## src/rtl/prio_encoder_rr.sv

```systemverilog
// Registered N-to-log2(N) request encoder.
// Modes: lowest-first, highest-first, round-robin, strict one-hot.
module prio_encoder_rr #(
  parameter  int N = 8,
  localparam int W = $clog2(N)
) (
  input  logic         clk,
  input  logic         rst_n,
  input  logic         en,
  input  logic [1:0]   mode,
  input  logic [N-1:0] req,
  output logic [W-1:0] code,
  output logic [N-1:0] grant,
  output logic         valid,
  output logic         onehot_err
);

  logic [W-1:0] ptr;
  logic [W-1:0] lo_idx;
  logic [W-1:0] hi_idx;
  logic [W-1:0] rr_idx;
  logic         rr_hit;
  logic         any;
  logic         multi;
  logic [W-1:0] sel_idx;
  logic [W-1:0] ptr_nxt;

  always_comb begin
    lo_idx = '0;
    hi_idx = '0;
    rr_idx = '0;
    rr_hit = 1'b0;
    for (int i = N - 1; i >= 0; i--)
      if (req[W'(i)]) lo_idx = W'(i);
    for (int i = 0; i < N; i++)
      if (req[W'(i)]) hi_idx = W'(i);
    // Walk upward from ptr, wrapping modulo N
    for (int k = 0; k < N; k++) begin
      if (!rr_hit && req[W'((int'(ptr) + k) % N)]) begin
        rr_hit = 1'b1;
        rr_idx = W'((int'(ptr) + k) % N);
      end
    end
  end

  assign any   = |req;
  assign multi = (req & (req - N'(1))) != '0;

  always_comb begin
    sel_idx = lo_idx;
    unique case (mode)
      2'b00:   sel_idx = lo_idx;
      2'b01:   sel_idx = hi_idx;
      2'b10:   sel_idx = rr_idx;
      default: sel_idx = lo_idx;
    endcase
  end

  assign ptr_nxt = (sel_idx == W'(N - 1)) ? '0 : sel_idx + W'(1);

  always_ff @(posedge clk) begin
    if (!rst_n) begin
      code       <= '0;
      grant      <= '0;
      valid      <= 1'b0;
      onehot_err <= 1'b0;
      ptr        <= '0;
    end else if (!en) begin
      grant      <= '0;
      valid      <= 1'b0;
      onehot_err <= 1'b0;
    end else if (!any) begin
      code       <= '0;
      grant      <= '0;
      valid      <= 1'b0;
      onehot_err <= 1'b0;
    end else if (mode == 2'b11 && multi) begin
      code       <= '0;
      grant      <= '0;
      valid      <= 1'b0;
      onehot_err <= 1'b1;
    end else begin
      code       <= sel_idx;
      grant      <= N'(1) << sel_idx;
      valid      <= 1'b1;
      onehot_err <= 1'b0;
      if (mode == 2'b10) ptr <= ptr_nxt;
    end
  end

endmodule

```

## config.mk

```make
export PLATFORM = sky130hd
export DESIGN_NAME = prio_encoder_rr
export DESIGN_NICKNAME = d
export VERILOG_FILES = /design/src/rtl/prio_encoder_rr.sv
export SDC_FILE = /design/constraint.sdc
export NUM_CORES = 1
export LEC_CHECK = 0
export CORE_AREA = 4 4 74 76
export CTS_CLUSTER_DIAMETER = 40
export CTS_CLUSTER_SIZE = 8
export DETAILED_ROUTE_END_ITERATION = 8
export DIE_AREA = 0 0 78 80
export SETUP_SLACK_MARGIN = 0.4
export SYNTH_ARGS = -nofsm -noshare
export SYNTH_HDL_FRONTEND = slang
export SYNTH_SLANG_ARGS = --single-unit
```

## constraint.sdc

```tcl
create_clock -name clk -period 11.55 [get_ports clk]
set_input_delay 2.31 -clock clk [delete_from_list [all_inputs] [get_ports clk]]
set_output_delay 2.31 -clock clk [all_outputs]
set_load 0.05 [all_outputs]
```

==> results.tsv <==
metric	value	unit
crit_type	primary input to flip-flop	
worstSetupStartpointType	primary input	
period_share	48.3	%
critical-path-slowest-cell	clkdlybuf4s50_1	
min_path_cells	1	
maxCapViolCount	0	
multi_input_area	1180	µm²
syn_nets	188	
drt_pre_antenna_iters	4	
ff_latch_area	320	µm²
hold_end	code[2]	
numCtsBuffers	3	
synth_edf_count	0	
ios	26	
crit_path_end_kind	flip-flop	
seq_area_frac_synth	19.4	%
synthArstFlopShare	0	%
setup_viol	0	
yosys_warnings	0	
cpMostUsedCell	ha_1	
die_w	78	µm
synth_top_area_share	19.4	%
grt-ovfl-total	0	
clockRootBuffer	clkbuf_8	
hold_viol	0	
grt_setup_unrepaired	false	
synth-seq-cells	16	
route.detailed.drc	0	
max_freq	179	MHz
dp_hpwl	2890	µm
avgSynthCellArea	9.99	µm²
power.density	86.9	nW/µm²
wire_per_inst	14.5	µm
finalMaxSlewViolations	0	
synth.distinct_cells	56	
vias	1351	
synth_top_cell_by_area	dfxtp_1	
clock_sinks	16	
fin_skew	0.00168	ns
placed_area	1870	µm²
tritoncts	built	
vdd_ir_drop_max	0.0000616	V
rows	25	
gp_congestion	0.882	
synthCells	165	
initial_utilization	34.9	%
wl	3620	µm
rrSetupSlack	7.11	ns
cts_max_level	1	
dieArea	6240	µm²
die_height	80	µm
hold_path_class	flip-flop to flip-flop	
grt_usage	12.2	%
critical_path.max_fanout	13	
synth_area	1650	µm²
routed_via_density	5.40	
status	completed	
arrival	5.72	ns
slew_headroom	56.3	%
path_clk_slew	0.06	ns
grt_pass1_vias	1284	
drtAntennaViolNets	0	
area_growth	16.2	%
reg2regPathDepth	12	
ctsHoldBuffers	0	
power_leakage	0.688	nW
crit_required	11.69	ns
tightest_slew	0.651	ns
fin_setup_tns	0	ns
dr.first_iter.drc_count	91	
synth_area_leaders	dfxtp_1, mux4_2, ha_1	
cts_buffer_depth	2	
finalCriticalPeriod	5.58	ns
cts_resized	0	
grt_pass1_wl	6220	µm
io_buffers	25	
insertion_delay	0.24	ns
coreArea	4720	µm²
design_area	1910	µm²
post_cts_buffers	0	
min_from	code[2]	
r2r-start	ptr[0]	
diodes	0	
cpPeakStageDelay	0.60	ns
grt_max_degree	15	
rr_endpoint	ptr[2]	
antenna_found_initial	0	
path_cells	clkdlybuf4s50_1 > mux4_2 > mux2_4 > o32a_4 > or4_4 > o221ai_2 > nor2_2 > ha_1 > ha_1 > mux2i_1 > nor2b_1	
drive_above_1_share	15.3	%
fillers	479	
final_nets	208	
ys.flop_type	dfxtp_1	
-- cells by family after synthesis --
family          count (synthesis)  share of synthesized area [%]
mux                            24                           24.1
fa+ha+maj                      11                           8.20
buf+inv                        19                           8.66
xor+xnor                        4                           2.13
compound gates                 39                           19.4
simple gates                   52                           18.1
flops                          16                           19.4
-- how the worst max path moves through the flow --
stage,end,slack (ns),from,cells past startpoint
global route,ptr[2],5.70,req[1],11
detailed placement,ptr[2],5.70,req[1],11
finish,ptr[2],5.97,req[1],11
global placement,ptr[2],5.76,req[1],11
CTS,ptr[2],5.96,req[1],11
floorplan,ptr[2],6.34,req[3],11
-- per-stage QoR --
stage	setup WS, ns	util (%)	hold WS (ns)	total power, mW	instances
final	5.97	40.5	0.476	0.166	250
after detailed placement	5.70	39.7	0.460	0.127	247
after CTS	5.96	40.5	0.482	0.169	250
after global routing	5.70	40.5	0.505	0.178	250
after floorplan	6.34	-	0.666	0.112	165
after global placement	5.76	39.7	0.469	0.127	247
-- routing by layer --
layer	part of all wire (%)	up-vias	global-route usage, %
met5	0	-	0
met4	0.69	0	2.80
met3	3.9	4	2.14
met2	51	28	21.9
met1	44	659	15.3
li1	-	660	-
-- flip-flops by register name, indices dropped and copies added, names as in the netlist --
signal,flops
valid,1
grant,8
ptr,3
onehot_err,1
code,3
-- where the power goes --
group,total [mW],switching (mW),internal (mW)
logic,0.0669,0.0369,0.0300
clock network,0.0403,0.0173,0.0231
registers,0.0592,0.00226,0.0569
total,0.166,0.0565,0.110
-- area by class of cell --
type | instances | share of cell area [%]
Multi-Input combinational cell | 130 | 61.9
Sequential cell | 16 | 16.7
Timing Repair Buffer | 25 | 13.1
Tap cell | 67 | 4.38
Clock buffer | 3 | 2.16
Inverter | 9 | 1.76
-- critical path: cells and delay by family --
family,cells,cell delay [ns]
buffers and inverters,1,0.60
adders and majority gates,2,0.51
muxes,3,1.02
and+or+nand+nor,3,0.71
AOI/OAI and AO/OA,2,0.57
-- Yosys cell counts, drive strengths merged, types with 2 or more instances --
| library cell | n |
|---|---|
| o21ai | 7 |
| nand3b | 3 |
| nand2 | 11 |
| a22oi | 3 |
| a21oi | 5 |
| ha | 10 |
| and3 | 2 |
| mux2i | 8 |
| o22ai | 5 |
| buf | 2 |
| or4 | 2 |
| or3 | 2 |
| xor2 | 3 |
| nor3 | 3 |
| mux2 | 6 |
| a22o | 3 |
| inv | 9 |
| nand2b | 4 |
| mux4 | 10 |
| dfxtp | 16 |
| dlymetal6s2s | 3 |
| clkbuf | 5 |
| nor2b | 9 |
| nor2 | 12 |
| and2b | 2 |
| a211oi | 2 |
-- layout by cell type (no fill, tap or decap), drive strengths merged, types with 2 or more instances in the layout --
cell type | synthesis | final
nand2b | 4 | 4
dfxtp | 16 | 16
nand3b | 3 | 3
nor2b | 9 | 9
or3 | 2 | 2
clkdlybuf4s50 | 0 | 25
clkbuf | 5 | 3
a21oi | 5 | 5
o22ai | 5 | 5
mux4 | 10 | 10
inv | 9 | 9
nor2 | 12 | 12
or4 | 2 | 2
mux2i | 8 | 8
and3 | 2 | 2
and2b | 2 | 2
a22oi | 3 | 3
xor2 | 3 | 3
nor3 | 3 | 3
nand2 | 11 | 11
mux2 | 6 | 6
o21ai | 7 | 7
ha | 10 | 10
a211oi | 2 | 2
a22o | 3 | 3
(Power assumes the default switching activity.)
